## src/rtl/alu_arbiter_pkg.sv

```systemverilog
// Shared opcode, ALU select and FSM encodings for the two-requester ALU arbiter.
// Pure definitions; no timing or flow control lives here.
// The decode helper maps an opcode onto the ripple-ALU control word.
package alu_arbiter_pkg;

    localparam logic [2:0] OP_AND  = 3'b000;
    localparam logic [2:0] OP_OR   = 3'b001;
    localparam logic [2:0] OP_ADD  = 3'b010;
    localparam logic [2:0] OP_SUB  = 3'b011;
    localparam logic [2:0] OP_NOR  = 3'b100;
    localparam logic [2:0] OP_NAND = 3'b101;

    localparam logic [1:0] ALU_S_AND = 2'b00;
    localparam logic [1:0] ALU_S_OR  = 2'b01;
    localparam logic [1:0] ALU_S_ADD = 2'b10;

    typedef enum logic [1:0] {
        ST_IDLE = 2'd0,
        ST_EXEC = 2'd1,
        ST_DONE = 2'd2
    } state_t;

    typedef struct packed {
        logic [1:0] s;
        logic       cin;
        logic       ainv;
        logic       binv;
        logic       illegal;
    } alu_ctrl_t;

    // NOR and NAND reuse AND/OR with both operands inverted (De Morgan).
    function automatic alu_ctrl_t decode_op(input logic [2:0] op);
        alu_ctrl_t c;
        c = '0;
        case (op)
            OP_AND:  c.s = ALU_S_AND;
            OP_OR:   c.s = ALU_S_OR;
            OP_ADD:  c.s = ALU_S_ADD;
            OP_SUB:  begin c.s = ALU_S_ADD; c.binv = 1'b1; c.cin = 1'b1; end
            OP_NOR:  begin c.s = ALU_S_AND; c.ainv = 1'b1; c.binv = 1'b1; end
            OP_NAND: begin c.s = ALU_S_OR;  c.ainv = 1'b1; c.binv = 1'b1; end
            default: c.illegal = 1'b1;
        endcase
        return c;
    endfunction

endpackage

```

## src/rtl/alu_rr_arb.sv

```systemverilog
// Two-way round-robin grant; the last-grant pointer resets to req1 so req0 wins the first tie.
// Latency: grants are combinational from valids; pointer updates on the grant edge.
// Backpressure: no grant while en is low; a losing requester simply stays pending.
module alu_rr_arb (
    input  logic clk,
    input  logic rst,
    input  logic en,
    input  logic req0_valid,
    input  logic req1_valid,
    output logic gnt0,
    output logic gnt1
);

    logic last;   // 1: req1 was granted most recently

    always_comb begin
        gnt0 = en & req0_valid & (~req1_valid | last);
        gnt1 = en & req1_valid & (~req0_valid | ~last);
    end

    always_ff @(posedge clk or posedge rst) begin
        if (rst) begin
            last <= 1'b1;
        end else if (gnt0 | gnt1) begin
            last <= gnt1;
        end
    end

endmodule

```

## src/rtl/alu_arbiter.sv

```systemverilog
// Arbitrates two requesters onto one external ripple ALU and returns tagged responses.
// Latency: response LAT+1 edges after the handshake cycle (1 edge for an illegal opcode).
// Backpressure: one op in flight; both readies low until the response is taken via rsp_ready.
module alu_arbiter
    import alu_arbiter_pkg::*;
#(
    parameter int unsigned LAT = 2
) (
    input  logic        clk,
    input  logic        rst,
    input  logic        req0_valid,
    output logic        req0_ready,
    input  logic [2:0]  req0_op,
    input  logic [31:0] req0_a,
    input  logic [31:0] req0_b,
    input  logic        req1_valid,
    output logic        req1_ready,
    input  logic [2:0]  req1_op,
    input  logic [31:0] req1_a,
    input  logic [31:0] req1_b,
    output logic        rsp_valid,
    input  logic        rsp_ready,
    output logic        rsp_id,
    output logic [31:0] rsp_result,
    output logic        rsp_cout,
    output logic        rsp_err,
    output logic [31:0] alu_a,
    output logic [31:0] alu_b,
    output logic        alu_cin,
    output logic        alu_ainv,
    output logic        alu_binv,
    output logic [1:0]  alu_s,
    input  logic [31:0] alu_result,
    input  logic        alu_cout
);

    localparam logic [3:0] LAT_M1 = 4'(LAT - 1);

    state_t      state, state_nxt;
    logic [3:0]  cnt;
    logic        gnt0, gnt1, accept, exec_last;
    logic [2:0]  sel_op;
    logic [31:0] sel_a, sel_b;
    alu_ctrl_t   sel_ctrl;

    // Readies are forced low during reset even though the state already reads IDLE.
    alu_rr_arb u_arb (
        .clk        (clk),
        .rst        (rst),
        .en         ((state == ST_IDLE) && !rst),
        .req0_valid (req0_valid),
        .req1_valid (req1_valid),
        .gnt0       (gnt0),
        .gnt1       (gnt1)
    );

    always_comb begin
        req0_ready = gnt0;
        req1_ready = gnt1;
        accept     = gnt0 | gnt1;
        sel_op     = gnt1 ? req1_op : req0_op;
        sel_a      = gnt1 ? req1_a  : req0_a;
        sel_b      = gnt1 ? req1_b  : req0_b;
        sel_ctrl   = decode_op(sel_op);
        exec_last  = (state == ST_EXEC) && (cnt == 4'd0);
        rsp_valid  = (state == ST_DONE);
    end

    always_ff @(posedge clk or posedge rst) begin
        if (rst) begin
            state <= ST_IDLE;
        end else begin
            state <= state_nxt;
        end
    end

    always_comb begin
        state_nxt = state;
        case (state)
            ST_IDLE: if (accept) state_nxt = sel_ctrl.illegal ? ST_DONE : ST_EXEC;
            ST_EXEC: if (cnt == 4'd0) state_nxt = ST_DONE;
            ST_DONE: if (rsp_ready) state_nxt = ST_IDLE;
            default: state_nxt = ST_IDLE;
        endcase
    end

    // ALU drive registers load only for legal ops so an illegal request leaves them untouched.
    always_ff @(posedge clk or posedge rst) begin
        if (rst) begin
            cnt        <= '0;
            alu_a      <= '0;
            alu_b      <= '0;
            alu_s      <= '0;
            alu_cin    <= 1'b0;
            alu_ainv   <= 1'b0;
            alu_binv   <= 1'b0;
            rsp_id     <= 1'b0;
            rsp_result <= '0;
            rsp_cout   <= 1'b0;
            rsp_err    <= 1'b0;
        end else if (accept) begin
            rsp_id <= gnt1;
            if (sel_ctrl.illegal) begin
                rsp_result <= '0;
                rsp_cout   <= 1'b0;
                rsp_err    <= 1'b1;
            end else begin
                alu_a    <= sel_a;
                alu_b    <= sel_b;
                alu_s    <= sel_ctrl.s;
                alu_cin  <= sel_ctrl.cin;
                alu_ainv <= sel_ctrl.ainv;
                alu_binv <= sel_ctrl.binv;
                cnt      <= LAT_M1;
                rsp_err  <= 1'b0;
            end
        end else if (exec_last) begin
            rsp_result <= alu_result;
            rsp_cout   <= alu_cout;
        end else if (state == ST_EXEC) begin
            cnt <= cnt - 4'd1;
        end
    end

endmodule

```

## config.mk

```make
export PLATFORM = sky130hd
export DESIGN_NAME = alu_arbiter
export DESIGN_NICKNAME = d
export VERILOG_FILES = /design/src/rtl/alu_arbiter_pkg.sv /design/src/rtl/alu_rr_arb.sv /design/src/rtl/alu_arbiter.sv
export SDC_FILE = /design/constraint.sdc
export NUM_CORES = 1
export LEC_CHECK = 0
export BUFFER_PORTS_ARGS = -buffer_cell sky130_fd_sc_hd__buf_2
export CAP_MARGIN = 0
export CORE_ASPECT_RATIO = 0.9
export CORE_MARGIN = 2
export CORE_UTILIZATION = 46
export DETAILED_ROUTE_END_ITERATION = 8
export GPL_TIMING_DRIVEN = 0
export HOLD_SLACK_MARGIN = 0.03
export PLACE_DENSITY = 0.83
export SLEW_MARGIN = 5
export SYNTH_ARGS = -nofsm -noshare
export SYNTH_HDL_FRONTEND = slang
export SYNTH_HIERARCHICAL = 1
export SYNTH_SLANG_ARGS = --single-unit
```

## constraint.sdc

```tcl
create_clock -name clk -period 3.9 [get_ports clk]
set_input_delay 0.585 -clock clk [delete_from_list [all_inputs] [get_ports clk]]
set_output_delay 0.585 -clock clk [all_outputs]
set_load 0.01 [all_outputs]
```

=== Yosys cells after proc, flatten, opt, wreduce, memory -nomap -nowiden ===
Cells that the tools add are included.

* Add/sub/neg operators: 1
* Equality and inequality tests: 13
* Mux-type cells: 23
* Bitwise logic cells: 10
* Reductions and logical operators: 17

{| class="wikitable"
|+ Operator list
! kind !! count
|-
| 2-to-1 mux 32 bit || 5
|-
| 2-to-1 mux 4 bit || 4
|-
| != test 2 bit, second input constant || 5
|-
| 2-to-1 mux 2 bit || 4
|-
| 2-to-1 mux 1 bit || 7
|-
| == test 3 x 2 -> 1 bit, second input constant || 2
|-
| == test 3 bit, second input constant || 2
|-
| case mux 2 bit (3 select lines) || 1
|-
| AND reduction 3 bit || 2
|-
| OR reduction 2 bit || 3
|-
| OR reduction 6 bit || 1
|-
| bitwise AND 1 bit || 4
|-
| logical NOT 4 bit || 1
|-
| case mux 2 bit (2 select lines) || 1
|-
| AND reduction 2 bit || 2
|-
| nonzero test 2 bit || 2
|-
| subtractor 4 x 1 -> 4 bit, second input constant || 1
|-
| == test 3 x 1 -> 1 bit, second input constant || 1
|-
| logical NOT 3 bit || 1
|-
| 2-to-1 mux 3 bit || 1
|-
| NOT 1 bit || 3
|-
| bitwise OR 1 bit || 3
|-
| OR reduction 3 bit || 1
|-
| == test 2 x 1 -> 1 bit, second input constant || 1
|-
| 5 further kinds || 6
|}

* Register bits: 111
* Input bits: 172
* Logic and storage cells: 77

=== Logic depth before layout (Yosys ltp) ===
Gate-level depths: netlist of the first run.

* Word-level depth: 10
* Depth in mapped cells: 9
* Mapped depth without buffers: 6

=== Modules after synthesis ===
Netlist of the first run, hierarchy kept.

{| class="wikitable"
|+ By module, submodules not included
! module !! instances !! cells an instance !! area each (sq um) !! seq. area each (sq um)
|-
| alu_arbiter || 1 || 387 || 5580.4 || 2752.6
|-
| alu_rr_arb || 1 || 9 || 66.3 || 26.3
|}

=== Worst setup path before layout of the first run ===
OpenSTA, ideal clock, no wires.

* Path type: input -> register
* From: input rst
* To: register alu_b[0]
* Library setup time: 0.125 ns
* Data arrival time: 2.476 ns
* Required time: 3.775 ns
* Slack: 1.299 ns
* Stages: 8
* Cell sequence: nor3_1 nand2_1 a21oi_1 nor2b_4 a22o_4 buf_6 buf_6 mux2_4

* Elaborated cells on any way between the ends: 17
* Classes of those cells: eq/ne: 5; mux: 2; bitwise: 5; reduce/logical: 5

{| class="wikitable"
|+ RTL lines
! element !! RTL line !! source
|-
| from (decl) || alu_arbiter.sv:10 || <nowiki>input logic rst,</nowiki>
|-
| logical NOT 1 bit (no source line) || -- ||
|-
| logical AND 1 bit || alu_arbiter.sv:50 || <nowiki>.en ((state == ST_IDLE) && !rst),</nowiki>
|-
| bitwise AND 1 bit (2 in series) || alu_rr_arb.sv:17 || <nowiki>gnt0 = en & req0_valid & (~req1_valid | last);</nowiki>
|-
| via req0_ready || alu_arbiter.sv:12 || <nowiki>output logic req0_ready,</nowiki>
|-
| bitwise OR 1 bit || alu_arbiter.sv:60 || <nowiki>accept = gnt0 | gnt1;</nowiki>
|-
| AND reduction 2 bit (no source line) || -- ||
|-
| to (signal assigned) || alu_arbiter.sv:109 || <nowiki>alu_b <= sel_b;</nowiki>
|-
| to (decl) || alu_arbiter.sv:28 || <nowiki>output logic [31:0] alu_b,</nowiki>
|}

The timed path passes the listed nets, and every way through them passes these cells.
A chain may end at the register's enable or synchronous reset.

=== Final worst setup path of the first run ===
* From: register state[1]
* To: register rsp_result[4]

* Longest elaborated chain between the ends: 9
* Elaborated cells on any way between the ends: 21
* Classes of those cells: eq/ne: 7; mux: 2; bitwise: 5; reduce/logical: 7

{| class="wikitable"
|+ Ends and longest elaborated chain
! element !! RTL line !! source
|-
| from (decl) || alu_arbiter.sv:39 || <nowiki>state_t state, state_nxt;</nowiki>
|-
| from (signal assigned) || alu_arbiter.sv:73 || <nowiki>state <= state_nxt;</nowiki>
|-
| logical NOT 2 bit || alu_arbiter.sv:50 ||
|-
| logical AND 1 bit || alu_arbiter.sv:50 ||
|-
| bitwise AND 1 bit (2 in series) || alu_rr_arb.sv:18 || <nowiki>gnt1 = en & req1_valid & (~req0_valid | ~last);</nowiki>
|-
| 2-to-1 mux 3 bit || alu_arbiter.sv:61 || <nowiki>sel_op = gnt1 ? req1_op : req0_op;</nowiki>
|-
| == test 3 bit, or another cell as far along || alu_arbiter_pkg.sv:35 || <nowiki>case (op)</nowiki>
|-
| OR reduction 6 bit (no source line) || -- ||
|-
| != test 2 bit (no source line) || -- ||
|-
| AND reduction 2 bit (no source line) || -- ||
|-
| to (signal assigned) || alu_arbiter.sv:118 || <nowiki>rsp_result <= alu_result;</nowiki>
|-
| to (decl) || alu_arbiter.sv:24 || <nowiki>output logic [31:0] rsp_result,</nowiki>
|}

Several ways; a longest one is shown, not always the timed one.

==> results of run 1 <==
## flip-flops by register name, indices dropped and copies added (netlist names)
signal / cells
alu_a: 32
alu_b: 32
rsp_result: 32
cnt: 4
alu_s: 2
state: 2
alu_ainv: 1
alu_binv: 1
alu_cin: 1
rsp_cout: 1
rsp_err: 1
rsp_id: 1
u_arb/last: 1
## metal layers
metal | global-route usage | vias to the layer above | wire length (um)
met4 | 0.0731 | 0 | 320
met5 | 0 | - | 0
met2 | 0.396 | 155 | 7660
met3 | 0.0654 | 24 | 883
li1 | - | 2018 | -
met1 | 0.273 | 2156 | 6130
## synth_stat cells, types with 2 or more instances
library cell  instances
clkbuf_1              8
buf_8                 2
a211oi_1              2
inv_1                10
dfrtp_1             110
nor3_1                5
mux2_2              105
a21oi_1               7
o21ai_0               3
a21o_1                2
buf_6                 7
nand3_1               2
buf_2                 5
and3_1               34
nor2_1                3
nand4b_1              2
buf_4                 3
nand2_1               6
mux2_4               57
## power by group
part           internal [W]  leakage, nW  switching (W)  total [W]
Clock              0.000517        0.136       0.000408   0.000925
Sequential          0.00173         1.36       0.000322    0.00205
Combinational       0.00139         2.50        0.00108    0.00246
Total               0.00363         4.00        0.00181    0.00543
## cells by family after synthesis
kind of cell,synth area share
muxes,0.363
adders and majority gates,0.00222
buffers and inverters,0.0397
and+or+nand+nor,0.0696
DFF,0.492
AOI/OAI and AO/OA,0.0337
## cell usage in the layout, fill, tap and decap left out, types with 3 or more instances in the layout
cell / count
buf_4: 3
nand2_1: 6
nor3_1: 5
a21oi_1: 7
and3_1: 34
mux2_4: 57
buf_2: 283
inv_1: 9
clkbuf_1: 11
mux2_2: 105
nor2_1: 3
o21ai_0: 3
clkbuf_16: 9
dfrtp_1: 110
buf_6: 7
## cell type report
cell class                 instances  area (um2)  area share
multi-input combinational        250        2640       0.350
tap                              160         200      0.0265
sequential                       111        2780       0.367
inverter                          10        40.0     0.00529
clock inverter                     3        45.0     0.00596
buffer                            25         186      0.0246
clock buffer                      13         250      0.0331
timing repair buffer             279        1420       0.188
## through the flow
step	TNS, ps	hold slack [ps]	area [um2]
3_3_place_gp	-79440	459	7240
4_1_cts	0	256	7560
6_report	0	270	7560
5_1_grt	0	257	7560
2_1_floorplan	0	470	5650
3_5_place_dp	0	474	7270
## critical path, delay by kind of cell, from the launching register on
family | cells | cell delay [ps]
muxes | 1 | 260
buffers and inverters | 1 | 320
and+or+nand+nor | 4 | 1080
AOI/OAI and AO/OA | 1 | 850
DFF | 1 | 460
## path summary, 6_finish.rpt
check	slack [ps]	end	startpoint	depth (start not counted)
max	820	rsp_result[4]	state[1]	7
min	270	u_arb/last	rst	2
max reg2reg	820	rsp_result[4]	state[1]	7
min reg2reg	490	alu_ainv	alu_ainv	1
max in group asynchronous	2800	alu_a[18]	rst	3
min in group clk	470	rsp_result[12]	alu_result[12]	2
==> impl_metrics.tcl, run 1 <==
set metrics [dict create \
    cts_inserted_buffers 9 \
    final-hold-violation-count 0 \
    die_w_um 121 \
    synth_top_area_frac 0.487 \
    area.growth.synth_to_final_pct 33.9 \
    die_area_um2 13200 \
    max_stage_delay_ps 850 \
    root_buffer "clkbuf_16" \
    viasPerCell 5.12 \
    syn_area_um2 5650 \
    track_usage 0.227 \
    cts_buffer_depth 2 \
    synth_top_flop_cell "dfrtp_1" \
    period_share 0.790 \
    dieHeight_um 109 \
    worstSetupPathType "register to register" \
    port_buffers 278 \
    min_period_ps 3080 \
    synth_area_per_cell_um2 14.3 \
    post-place-ws_ps 659 \
    ys_types 42 \
    drc 0 \
    cts_htree_levels 3 \
    cts_hold_buffers 0 \
    grt_max_degree 59 \
    rows 38 \
    start_kind "register" \
    postLayoutCoreUtil 0.629 \
    fmax_mhz 325 \
    relSlewSlack 0.258 \
    n_antenna_cell 0 \
    synthArstFlopShare 1.00 \
    cp_max_fo 10 \
    cts_sinks 111 \
    clkSlewWorstSetupHoldPaths_ps 70 \
    postRouteAntennaNets 0 \
    finalSetupViolations 0 \
    wl_mm 15.0 \
    cellLeakagePower_nw 4.00 \
    crit_required_ps 4130 \
    fill_cells 927 \
    grt-ovfl-total 0 \
    yosys_warnings 6 \
    core_um2 12000 \
    post-dp-hpwl_mm 11.5 \
    ys_seq_elements 111 \
    dp_cells 835 \
    start_util 0.469 \
    synth_edf_count 0 \
    path_cells "nor3_1 -> nand2_1 -> a21oi_1 -> nand4b_1 -> clkbuf_1 -> and3_1 -> mux2_4" \
    drive_above_1_share 0.696 \
    cp.arrival_ps 3310 \
    synthCells 396 \
    io_pins 279 \
    antenna_found_initial 0 \
    rsz0062_at_grt "no" \
    gp_congestion 0.881 \
    hold_path.class "input port to asynchronous set/reset pin" \
    critPathCaptureType "register" \
    ctsResizeCount 0 \
    vias 4353 \
    syn-num-nets 569 \
    maxCapViolCount 0 \
    power_density_nw_per_um2 719 \
    drv_slew 0 \
    p_total_w 0.00543 \
    insertion_delay_ps 350 \
    outcome "complete, no violations" \
    first_iter_violations 154 \
    cp_slowest_cell "a21oi_1" \
    wl_per_cell_um 17.6 \
    tritoncts "yes" \
    synth_area_leaders "dfrtp_1 (49%), mux2_2 (21%), mux2_4 (15%)" \
    worst_pin_slew_ps 1110 \
    fin_skew_ps 7.88 \
    stdcell_count 851 \
    yosysTopAreaCell "dfrtp_1" \
    nNetsFinal 859 \
    grt_pass1_vias 4570 \
    setup_ws_ps 820 \
    seq_area_frac_synth 0.492 \
    ir_drop_uv 354 \
    grt_pass1_wl_mm 23.1 \
    post-cts-setup-buffers 0 \
    first_pass_iters 4 \
]
No activity file was read; power rests on OpenSTA's default activity.
==> run 2, diff against run 1 <==
==> constraint.sdc (replaced) <==
create_clock -name clk -period 2.85 [get_ports clk]
set_input_delay 0.4275 -clock clk [delete_from_list [all_inputs] [get_ports clk]]
set_output_delay 0.4275 -clock clk [all_outputs]
set_load 0.01 [all_outputs]
==> run 2 against run 1 <==
Compared with the run above: clock skew down 1.5 ps; global-route usage hardly changed; clock power is 25% higher; register-to-register slack got worse by 580 ps; routed wire length is 1.4% lower; sequential share of layout area shrank 0.091 points; largest power group unchanged.
==> impl_metrics.tcl, run 2 (synthesis results as in run 1) <==
set metrics [dict create \
    cts_htree_levels 3 \
    track_usage 0.227 \
    fin_tns_setup_ps 0 \
    core_um2 12000 \
    cts_inserted_buffers 9 \
    root_buffer "clkbuf_16" \
    clkSlewWorstSetupHoldPaths_ps 70 \
    crit_family "multiplexers" \
    postRouteAntennaNets 0 \
    cts_buffer_depth 2 \
    first_pass_iters 4 \
    post-place-ws_ps -144 \
    die_area_um2 13200 \
    rsz0062_at_grt "no" \
    cellLeakagePower_nw 4.00 \
    cts_hold_buffers 0 \
    worstSetupPathType "register to register" \
    drive_above_1_share 0.703 \
    power.internal_w 0.00486 \
    fin_skew_ps 6.42 \
    start_util 0.469 \
    io_pins 279 \
    postLayoutCoreUtil 0.630 \
    cp.arrival_ps 2840 \
    nNetsFinal 861 \
    grt-ovfl-total 0 \
    cp_slowest_cell "dfrtp_1" \
    relSlewSlack 0.711 \
    area.growth.synth_to_final_pct 34.3 \
    start_kind "register" \
    drc 0 \
    min_period_ps 2610 \
    critPathMostFrequentCell "buf_6" \
    wl_per_cell_um 17.3 \
    cts_sinks 111 \
    drv_slew 0 \
    final_cell_mix "buf_2 (283), dfrtp_1 (110), mux2_2 (105), mux2_4 (57), and3_1 (34)" \
    max_stage_delay_ps 470 \
    ir_drop_uv 580 \
    antenna_found_initial 0 \
    viasPerCell 5.11 \
    port_buffers 278 \
    insertion_delay_ps 350 \
    cp_max_fo 10 \
    dp_cells 837 \
    gp_congestion 0.853 \
    dieHeight_um 109 \
    final_common_cell "buf_2" \
    post-cts-setup-buffers 0 \
    first_iter_violations 159 \
    grt_pass1_wl_mm 22.9 \
    grt_max_degree 42 \
    setup_ws_ps 242 \
    p_seq_frac 0.381 \
    hold_path.class "input port to asynchronous set/reset pin" \
    grt_pass1_vias 4460 \
    crit_required_ps 3080 \
    fin_hold_ws_ps 108 \
    path_cells "nor3_1 -> nand2_1 -> a21oi_1 -> buf_6 -> buf_6 -> clkbuf_2 -> mux2_2 -> mux2_4" \
    largest_registers "alu_a x32, alu_b x32, rsp_result x32" \
    final-hold-violation-count 0 \
    finalSetupViolations 0 \
    maxCapViolCount 0 \
    post-dp-hpwl_mm 11.7 \
    power.net_switching_w 0.00247 \
    vias 4355 \
    n_antenna_cell 0 \
    fmax_mhz 383 \
    worst_pin_slew_ps 434 \
    period_share 0.915 \
    cp_num_buf_inv 3 \
    stdcell_count 853 \
    power_density_nw_per_um2 966 \
    swShare 0.337 \
    tritoncts "yes" \
    clockPowerShare 0.158 \
    critPathCaptureType "register" \
    die_w_um 121 \
    combPwrFrac 0.461 \
    outcome "complete, no violations" \
    wl_mm 14.8 \
    rows 38 \
]
-- run 2: cell types whose count changed in the layout (fill, tap and decap cells not counted), sizes merged --
cell,before,now
clkinvlp,2,3
clkinv,0,2
bufinv,1,0
clkbuf,21,19
buf,296,298
-- run 2: stage by stage --
| step | cell area, um2 | power, W |
|---|---|---|
| 6_report | 7580 | 0.00733 |
| 5_1_grt | 7580 | 0.00778 |
| 4_1_cts | 7570 | 0.00741 |
| 3_5_place_dp | 7300 | 0.00621 |
| 3_3_place_gp | 7240 | 0.00606 |
| 2_1_floorplan | 5650 | 0.00490 |
-- run 2: path summary, 6_finish.rpt --
check	start	to	slack [ps]	cells past startpoint
min reg2reg	alu_ainv	alu_ainv	490	1
max reg2reg	state[1]	alu_b[21]	240	8
max in group asynchronous	rst	alu_a[24]	2060	4
min	rst	rsp_result[3]	110	2
max	state[1]	alu_b[21]	240	8
min in group clk	alu_result[23]	rsp_result[23]	310	2
-- run 2: power groups by stage --
stage               logic, W  registers (W)  clock network (W)
floorplan            0.00177        0.00313                  0
global route         0.00363        0.00288            0.00127
global placement     0.00330        0.00276                  0
finish               0.00338        0.00279            0.00116
detailed placement   0.00340        0.00280                  0
CTS                  0.00342        0.00279            0.00119
-- run 2: timing repair --
action,in CTS,in global routing
gates resized for setup,1,5
endpoints found under the setup margin,56,21
cloned,0,0
-- run 2: layout make-up --
| type | instances | area [um2] |
|---|---|---|
| buffer | 25 | 189 |
| clock buffer | 11 | 233 |
| inverter | 10 | 41.3 |
| timing repair buffer | 281 | 1450 |
| multi-input combinational | 250 | 2660 |
| tap | 160 | 200 |
| clock inverter | 5 | 33.8 |
| sequential | 111 | 2780 |
| fill | 950 | 4450 |
-- run 2: layer usage --
metal	vias to the layer above	GRT usage	wire length [um]
li1	2022	-	-
met1	2123	0.277	5890
met2	184	0.390	7480
met3	26	0.0617	1050
met4	0	0.0806	359
met5	-	0	0
==> run 3, diff against run 2 <==
--- a/config.mk
+++ b/config.mk
@@ -5,15 +5,15 @@
 export SDC_FILE = /design/constraint.sdc
 export NUM_CORES = 1
 export LEC_CHECK = 0
-export BUFFER_PORTS_ARGS = -buffer_cell sky130_fd_sc_hd__buf_2
 export CAP_MARGIN = 0
-export CORE_ASPECT_RATIO = 0.9
+export CORE_ASPECT_RATIO = 0.7
 export CORE_MARGIN = 2
-export CORE_UTILIZATION = 46
+export CORE_UTILIZATION = 48
 export DETAILED_ROUTE_END_ITERATION = 8
+export DONT_BUFFER_PORTS = 1
 export GPL_TIMING_DRIVEN = 0
 export HOLD_SLACK_MARGIN = 0.03
-export PLACE_DENSITY = 0.83
+export PLACE_DENSITY = 0.66
 export SLEW_MARGIN = 5
 export SYNTH_ARGS = -nofsm -noshare
 export SYNTH_HDL_FRONTEND = slang
==> run 3 against run 2 <==
Compared with the run above: flip-flop and latch count did not move; worst hold slack better by 120 ps; routed wire length shrank 15%; critical path type unchanged; critical endpoint is now alu_b[19]; largest power group is now registers.
==> impl_metrics.tcl, run 3 (synthesis results as in run 1) <==
set metrics [dict create \
    n_antenna_cell 0 \
    rows 33 \
    grt-ovfl-total 0 \
    relSlewSlack 0.661 \
    critPathCaptureType "register" \
    area.growth.synth_to_final_pct 11.0 \
    worstSetupPathType "register to register" \
    cts_buffer_depth 2 \
    grt_max_degree 39 \
    power_density_nw_per_um2 1070 \
    gp_congestion 0.743 \
    maxCapViolCount 0 \
    start_util 0.487 \
    grt_pass1_vias 3463 \
    met2_length_mm 6.13 \
    root_buffer "clkbuf_16" \
    final-hold-violation-count 0 \
    wl_per_cell_um 21.8 \
    final_common_cell "dfrtp_1" \
    final_cell_mix "dfrtp_1 (110), mux2_2 (105), mux2_4 (57), and3_1 (34)" \
    insertion_delay_ps 340 \
    wl_met3_um 989 \
    port_buffers 0 \
    tritoncts "yes" \
    startpoint "state[1]" \
    power.net_switching_w 0.00222 \
    outcome "complete, no violations" \
    cp.arrival_ps 2950 \
    cp_max_fo 10 \
    drc 0 \
    top_layer "met4" \
    reg2reg_setup_slack_ps 130 \
    dpl_cell_area_um2 5910 \
    fill_cells 935 \
    start_kind "register" \
    cellLeakagePower_nw 2.90 \
    min_period_ps 2720 \
    swShare 0.331 \
    period_share 0.956 \
    io_pins 279 \
    largest_registers "alu_a x32, alu_b x32, rsp_result x32" \
    cp_slowest_cell "dfrtp_1" \
    cts_sinks 111 \
    viasPerCell 5.71 \
    p_seq_frac 0.496 \
    power.internal_w 0.00449 \
    dieHeight_um 94.7 \
    fmax_mhz 367 \
    path_cells "nor3_1 -> nand2_1 -> a21oi_2 -> buf_6 -> buf_6 -> clkbuf_2 -> mux2_2 -> mux2_4" \
    critPathMostFrequentCell "buf_6" \
    nNetsFinal 584 \
    cts_htree_levels 3 \
    drv_slew 0 \
    rr_startpoint "state[1]" \
    first_pass_iters 4 \
    ir_drop_uv 474 \
    hold_path.class "input port to register" \
    track_usage 0.194 \
    die_area_um2 12700 \
    post-dp-hpwl_mm 9.55 \
    cts_inserted_buffers 9 \
    worst_pin_slew_ps 507 \
    wl_mm 12.5 \
    fin_skew_ps 6.75 \
    antenna_found_initial 0 \
    fin_area_um2 6270 \
    wl_met1_mm 5.23 \
    postRouteAntennaNets 0 \
    die_w_um 134 \
    timing.rr.end "alu_b[19]" \
    vias 3270 \
    clkSlewWorstSetupHoldPaths_ps 80 \
    endpoint "alu_b[19]" \
    clockPowerShare 0.202 \
    crit_required_ps 3070 \
    rr_worst_depth 8 \
    combPwrFrac 0.301 \
    grt_pass1_wl_mm 19.0 \
    first_iter_violations 137 \
    core_um2 11600 \
    p_total_w 0.00671 \
    max_stage_delay_ps 470 \
    drive_above_1_share 0.507 \
    finalSetupViolations 0 \
]
run 3: cell type report:
cell class | count | area (um2) | share of cell area
tap | 157 | 196 | 0.0313
timing repair buffer | 4 | 77.6 | 0.0124
inverter | 10 | 41.3 | 0.00659
clock buffer | 11 | 243 | 0.0387
multi-input combinational | 250 | 2660 | 0.424
sequential | 111 | 2780 | 0.443
clock inverter | 5 | 81.3 | 0.0130
buffer | 25 | 189 | 0.0302
run 3: repair_timing:
action | in CTS | in global routing
endpoints found under the hold margin | 19 | 0
hold buffers | 1 | 0
setup buffers | 0 | 0
resized for setup | 3 | 2
setup endpoints to repair | 93 | 68
run 3: how the worst min path moves through the flow:
stage / start / endpoint / slack, ps / cells after the start
floorplan: rst / u_arb/last / 320 / 1
global placement: rst / u_arb/last / 320 / 1
detailed placement: rst / u_arb/last / 320 / 1
CTS: req1_valid / u_arb/last / 210 / 2
global route: alu_result[17] / rsp_result[17] / 210 / 1
finish: alu_result[17] / rsp_result[17] / 230 / 1
run 3: power by group through the flow:
stage               Sequential, W  Combinational, W  Clock [W]
finish                    0.00333           0.00202    0.00136
global route              0.00342           0.00220    0.00146
CTS                       0.00334           0.00204    0.00140
detailed placement        0.00336           0.00203          0
global placement          0.00334           0.00194          0
floorplan                 0.00313           0.00177          0
run 3: stage by stage:
step	hold slack, ps	setup slack [ps]	util	setup TNS, ps	std cells
floorplan	317	335	-	0	396
global placement	318	-118	0.504	-4900	553
detailed placement	321	-199	0.510	-10820	556
CTS	212	43.1	0.539	0	573
global route	205	-8.21	0.540	-12.1	573
finish	228	126	0.540	0	573
run 3: critical path, delay by kind of cell (launching register included):
kind,cells,cell delay [ps]
AOI/OAI and AO/OA,1,270
buffers and inverters,3,690
DFF,1,470
muxes,2,650
and+or+nand+nor,2,530
run 3: routing by layer:
metal,track usage,up-vias
met3,0.0789,14
met5,0,-
met2,0.322,150
met4,0.0514,0
met1,0.237,1644
li1,-,1462
